### src/rtl/gpio_blink_monitor.sv
// gpio_blink_monitor: multi-channel GPIO blink checker.
// Each channel synchronizes its pad, qualifies high pulses by width and counts
// them. A small FSM declares PASS once every masked channel reaches the target,
// or FAIL when the RUN-cycle budget runs out.

// Per-channel qualifier: synchronizer, edge detect, width filter, blink counter.
module gpio_blink_chan #(
   parameter int COUNT_W     = 8,
   parameter int MINW_W      = 4,
   parameter int SYNC_STAGES = 2
) (
   input  logic               clk_i,
   input  logic               rstn_i,
   input  logic               gpio_i,
   input  logic               clr_i,
   input  logic               run_i,
   input  logic [MINW_W-1:0]  minw_i,
   output logic [COUNT_W-1:0] count_o,
   output logic               glitch_o
);

   logic [SYNC_STAGES-1:0] sync_q;
   logic                   prev_q;
   logic                   seen_low_q, seen_low_d;
   logic [MINW_W-1:0]      width_q, width_d;
   logic [COUNT_W-1:0]     count_q, count_d;
   logic                   glitch_q, glitch_d;

   logic                   s, rise, fall;
   logic [MINW_W-1:0]      minw_eff;

   assign s        = sync_q[SYNC_STAGES-1];
   assign rise     = s & ~prev_q;
   assign fall     = ~s & prev_q;
   assign minw_eff = (minw_i == '0) ? MINW_W'(1) : minw_i;

   // Synchronizer and previous-sample register run in every state.
   always_ff @(posedge clk_i) begin
      if (!rstn_i) begin
         sync_q <= '0;
         prev_q <= 1'b0;
      end else begin
         sync_q <= {sync_q[SYNC_STAGES-2:0], gpio_i};
         prev_q <= s;
      end
   end

   // Qualification logic; only RUN updates state, so counts freeze elsewhere.
   always_comb begin
      seen_low_d = seen_low_q;
      width_d    = width_q;
      count_d    = count_q;
      glitch_d   = glitch_q;
      if (clr_i) begin
         seen_low_d = 1'b0;
         width_d    = '0;
         count_d    = '0;
         glitch_d   = 1'b0;
      end else if (run_i) begin
         if (!s) seen_low_d = 1'b1;
         // Width counts high cycles of the current pulse, the rise cycle is 1.
         if (rise)
            width_d = MINW_W'(1);
         else if (s && seen_low_q && (width_q != '1))
            width_d = width_q + 1'b1;
         // A pulse already in progress when RUN began is never judged.
         if (fall && seen_low_q) begin
            if (width_q >= minw_eff) begin
               if (count_q != '1) count_d = count_q + 1'b1;
            end else begin
               glitch_d = 1'b1;
            end
         end
      end
   end

   // Channel state registers.
   always_ff @(posedge clk_i) begin
      if (!rstn_i) begin
         seen_low_q <= 1'b0;
         width_q    <= '0;
         count_q    <= '0;
         glitch_q   <= 1'b0;
      end else begin
         seen_low_q <= seen_low_d;
         width_q    <= width_d;
         count_q    <= count_d;
         glitch_q   <= glitch_d;
      end
   end

   assign count_o  = count_q;
   assign glitch_o = glitch_q;

endmodule

module gpio_blink_monitor #(
   parameter int CHANNELS    = 8,
   parameter int COUNT_W     = 8,
   parameter int TIMEOUT_W   = 24,
   parameter int MINW_W      = 4,
   parameter int SYNC_STAGES = 2
) (
   input  logic                        core_clk,
   input  logic                        core_rstn,
   input  logic                        start,
   input  logic                        clear,
   input  logic [CHANNELS-1:0]         gpio_in,
   input  logic [CHANNELS-1:0]         chan_mask,
   input  logic [COUNT_W-1:0]          target_blinks,
   input  logic [TIMEOUT_W-1:0]        timeout_cycles,
   input  logic [MINW_W-1:0]           min_width,
   output logic [CHANNELS*COUNT_W-1:0] blink_count,
   output logic [CHANNELS-1:0]         chan_done,
   output logic [CHANNELS-1:0]         glitch,
   output logic                        busy,
   output logic                        done,
   output logic                        pass,
   output logic                        fail
);

   typedef enum logic [2:0] {
      ST_IDLE, ST_ARM, ST_RUN, ST_PASS, ST_FAIL
   } state_t;

   state_t                            state_q, state_d;
   logic [CHANNELS-1:0]               mask_q;
   logic [COUNT_W-1:0]                target_q;
   logic [TIMEOUT_W-1:0]              tmo_lim_q;
   logic [MINW_W-1:0]                 minw_q;
   logic [TIMEOUT_W-1:0]              tmo_q;

   logic [CHANNELS-1:0][COUNT_W-1:0]  cnt;
   logic                              launch, chan_clr, chan_run;
   logic                              all_done, tmo_hit;

   assign launch   = (state_q == ST_IDLE) && start && !clear;
   assign chan_clr = clear || launch;
   assign chan_run = (state_q == ST_RUN);

   for (genvar g = 0; g < CHANNELS; g++) begin : g_chan
      gpio_blink_chan #(
         .COUNT_W    (COUNT_W),
         .MINW_W     (MINW_W),
         .SYNC_STAGES(SYNC_STAGES)
      ) u_chan (
         .clk_i   (core_clk),
         .rstn_i  (core_rstn),
         .gpio_i  (gpio_in[g]),
         .clr_i   (chan_clr),
         .run_i   (chan_run),
         .minw_i  (minw_q),
         .count_o (cnt[g]),
         .glitch_o(glitch[g])
      );
      assign chan_done[g] = mask_q[g] & (cnt[g] >= target_q);
   end

   assign blink_count = cnt;
   assign all_done    = &(chan_done | ~mask_q);
   assign tmo_hit     = (tmo_lim_q != '0) && (tmo_q == tmo_lim_q - TIMEOUT_W'(1));

   // Configuration capture at launch; clear and reset drop it so outputs read 0.
   always_ff @(posedge core_clk) begin
      if (!core_rstn || clear) begin
         mask_q    <= '0;
         target_q  <= '0;
         tmo_lim_q <= '0;
         minw_q    <= '0;
      end else if (launch) begin
         mask_q    <= chan_mask;
         target_q  <= target_blinks;
         tmo_lim_q <= timeout_cycles;
         minw_q    <= min_width;
      end
   end

   // RUN-cycle counter: zeroed in ARM, advances once per RUN cycle.
   always_ff @(posedge core_clk) begin
      if (!core_rstn || clear || launch)
         tmo_q <= '0;
      else if (state_q == ST_ARM)
         tmo_q <= '0;
      else if (state_q == ST_RUN)
         tmo_q <= tmo_q + 1'b1;
   end

   // State register.
   always_ff @(posedge core_clk) begin
      if (!core_rstn) state_q <= ST_IDLE;
      else            state_q <= state_d;
   end

   // Next-state logic; pass condition takes priority over timeout.
   always_comb begin
      state_d = state_q;
      if (clear) begin
         state_d = ST_IDLE;
      end else begin
         case (state_q)
            ST_IDLE: if (start) state_d = ST_ARM;
            ST_ARM:  state_d = ST_RUN;
            ST_RUN: begin
               if (all_done)     state_d = ST_PASS;
               else if (tmo_hit) state_d = ST_FAIL;
            end
            ST_PASS: state_d = ST_PASS;
            ST_FAIL: state_d = ST_FAIL;
            default: state_d = ST_IDLE;
         endcase
      end
   end

   assign busy = (state_q == ST_ARM) || (state_q == ST_RUN);
   assign done = (state_q == ST_PASS) || (state_q == ST_FAIL);
   assign pass = (state_q == ST_PASS);
   assign fail = (state_q == ST_FAIL);

endmodule

### config.mk
export PLATFORM = sky130hd
export DESIGN_NAME = gpio_blink_monitor
export DESIGN_NICKNAME = d
export VERILOG_FILES = /design/src/rtl/gpio_blink_monitor.sv
export SDC_FILE = /design/constraint.sdc
export NUM_CORES = 1
export LEC_CHECK = 0
export BUFFER_PORTS_ARGS = -buffer_cell sky130_fd_sc_hd__buf_4
export CORE_ASPECT_RATIO = 1.5
export CORE_MARGIN = 2
export CORE_UTILIZATION = 54
export DETAILED_ROUTE_END_ITERATION = 7
export HOLD_SLACK_MARGIN = 0.1
export PLACE_DENSITY = 0.77
export SLEW_MARGIN = 20
export SYNTH_ARGS = -nofsm -noshare
export SYNTH_HDL_FRONTEND = slang
export SYNTH_SLANG_ARGS = --single-unit
### constraint.sdc
create_clock -name core_clk -period 4.4 [get_ports core_clk]
set_input_delay 0.22 -clock core_clk [delete_from_list [all_inputs] [get_ports core_clk]]
set_output_delay 0.22 -clock core_clk [all_outputs]
set_load 0.005 [all_outputs]
==> impl_metrics.py <==
metrics = {
    "clocking": {
        "clk_pin_slew_ns": 0.06,
        "cts_tree": "built",
        "clock_latency_ns": 0.50,
        "clock_path_buffers": 3,
        "htreeDepth": 1,
        "clockRootBuffer": "clkbuf_16",
        "clock-sinks": 207,
        "numCtsBuffers": 21,
        "cts_resized": 0,
    },
    "global_route": {
        "grt_start_max_net_pins": 63,
        "grt-busiest-layer": "met2",
        "grt_pass1_wl_um": 49100,
        "gr-usage-met2_pct": 50.0,
        "grt_usage_pct": 27.0,
        "first_global_vias": 10300,
        "grt_overflow": 0,
        "use_met3_pct": 3.97,
        "antenna_found_initial": 0,
        "met1_usage_pct": 28.5,
    },
    "floorplan": {
        "die-area_um2": 22400,
        "die_h_um": 182,
        "coreArea_um2": 20900,
        "fp-row-count": 65,
        "ioPinCount": 140,
        "die_x_um": 123,
        "initial_core_util_pct": 54.7,
    },
    "timing": {
        "slew_violations": 0,
        "min_period_over_period_pct": 70.4,
        "fmax_mhz": 323,
        "hold_viol_final": 0,
        "rsz0062_at_grt": "false",
        "tightest_slew_ns": 1.02,
        "skew_ns": 0.00868,
        "setup-tns-final_ns": 0,
        "min_period_ns": 3.10,
        "finalSetupViolCount": 0,
        "relSlewSlack_pct": 32.0,
    },
    "hold_path": {
        "holdPathEnd": "g_chan[2].u_chan.sync_q[0]",
        "whs_path_depth": 2,
        "hold_path.startpoint": "core_rstn",
        "hold_path.class": "in -> reg",
    },
    "worst_setup_path": {
        "cp_max_fo": 9,
        "reg2reg_depth": 9,
        "slowest_stage": "dfxtp_1",
        "r2r-end": "state_q[1]",
        "arrival_ns": 2.88,
        "start_kind": "flop",
        "crit_chain": "ha_1 -> nand2b_1 -> a2111oi_0 -> nor3_1 -> a21oi_1 -> o21ai_0 -> and2_1 -> buf_4",
        "critPathRequiredTime_ns": 4.18,
        "critical_path_class": "reg -> out",
        "cp-end-kind": "output port",
        "rrSetupSlack_ns": 1.35,
        "critical-path-max-stage-delay_ns": 0.66,
        "r2r_start": "tmo_lim_q[0]",
    },
    "power": {
        "peakVddDrop_v": 0.000270,
        "p_leak_uw": 0.00535,
        "p_per_area_nw_per_um2": 301,
    },
    "synth": {
        "synthCells": 1364,
        "syn_avg_cell_area_um2": 8.38,
        "synthDistinctLibCells": 64,
        "synth_nets": 1534,
        "async_flop_share_pct": 0,
        "ys_seq_elements": 207,
        "synth_enable_flop_cells": 0,
        "ys_warn_count": 0,
        "synth_flop_cell": "dfxtp_1",
        "syn-cell-area_um2": 11400,
        "synth-seq-area-share_pct": 36.3,
    },
    "drt": {
        "drc_errors": 0,
        "via_per_inst": 5.78,
        "ant_nets": 0,
        "wl_um": 30400,
        "first_pass_iters": 5,
        "drtIter0Drc": 587,
        "vias": 10500,
        "wire_per_inst_um": 16.7,
    },
    "cells_and_area": {
        "final_layout_size_suffix_gt1_share_pct": 13.0,
        "fin_util_pct": 66.6,
        "diodes": 0,
        "nNetsFinal": 1706,
        "final_area_um2": 13900,
        "syn2layout_area_growth_pct": 21.8,
    },
    "place": {
        "globalplace.congestion": 0.886,
        "dpl_cell_area_um2": 12700,
        "portBuffers": 139,
        "dp_hpwl_um": 21800,
    },
    "outcome": {
        "status": "complete, no violations",
    },
    "job": {
        "drv_cap": 0,
    },
}
how the worst max path moves through the flow:
stage | startpoint | to | slack (ns) | cells past startpoint
final | target_q[0] | chan_done[7] | 1.30 | 8
after global routing | minw_q[2] | g_chan[5].u_chan.count_o[5] | 1.18 | 10
after CTS | target_q[0] | chan_done[7] | 1.32 | 8
after detailed placement | tmo_lim_q[0] | state_q[1] | 1.37 | 9
after global placement | tmo_lim_q[0] | state_q[1] | 1.42 | 7
after floorplan | tmo_lim_q[0] | state_q[1] | 1.48 | 8
state kept, by name, summed over array words and instances (netlist names):
name,count
g_chan.u_chan.sync_q,16
tmo_q,24
g_chan.u_chan.prev_q,8
target_q,8
g_chan.u_chan.glitch_o,8
g_chan.u_chan.width_q,32
tmo_lim_q,24
mask_q,8
g_chan.u_chan.count_o,64
g_chan.u_chan.seen_low_q,8
state_q,3
minw_q,4
power breakdown:
group	switching, uW	internal [uW]	total, uW
Combinational	239	197	435
Clock	727	1110	1830
Sequential	25.6	1900	1920
Total	992	3200	4190
cell families (layout without fill, tap and decap cells):
group	Yosys count	in the layout	synth area share, %
buf+inv	85	271	3.31
simple gates	609	609	26.5
mux	2	2	0.186
compound gates	239	239	13.0
xor+xnor	108	108	8.28
fa+ha+maj	114	114	12.5
flops	207	207	36.3
critical path, delay by kind of cell (launching register included):
family / cells / cell delay, ns
compound gates: 3 / 0.71
buf+inv: 1 / 0.15
flops: 1 / 0.66
fa+ha+maj: 1 / 0.33
simple gates: 3 / 0.52
area by class of cell:
type,count,area (um^2)
fill,1667,6980
multi-input combinational,1072,6950
sequential,207,4140
timing repair buffer,199,1660
clock buffer,30,589
tap,268,335
inverter,35,131
clock inverter,7,110
cell usage in the layout, fill, tap and decap left out, types with 39 or more instances in the layout:
cell and n:
nor2_1 164, ha_1 114, buf_4 144, dfxtp_1 207
nand3_1 57, xnor2_1 87, and2_1 39, nand2_1 147
dlygate4sd3_1 52, a21oi_1 99, nor3_1 41
synthesized netlist by cell type, drive strengths merged, types with 30 or more instances:
library cell | n | share of area (%)
nand2 | 148 | 4.9
and2 | 39 | 2.1
ha | 114 | 12
inv | 35 | 1.1
nand3 | 57 | 2.5
nor4 | 35 | 2.2
a21oi | 99 | 4.3
a21o | 36 | 2.4
dfxtp | 207 | 36
o21ai | 39 | 1.7
xnor2 | 87 | 6.7
nor3 | 42 | 1.9
nor2 | 164 | 5.4
clkbuf | 37 | 1.3
nand4 | 30 | 1.6
through the flow:
step	setup slack [ns]	total power, uW	std cells	hold slack [ns]
floorplan	1.48	2220	1364	0.347
global placement	1.42	2340	1727	0.417
detailed placement	1.37	2350	1727	0.426
CTS	1.32	4210	1816	0.116
global route	1.18	4340	1818	0.135
finish	1.30	4190	1818	0.120
routing by layer:
layer	up-vias	wire length (um)
li1	5154	-
met1	4924	11300
met2	323	15800
met3	101	1570
met4	0	1720
met5	-	0
what timing repair did:
item | CTS | global route
hold buffers | 52 | 0
endpoints found under the hold margin | 52 | 0
buffers inserted | 0 | 0
No activity file was read; power rests on OpenSTA's default activity.
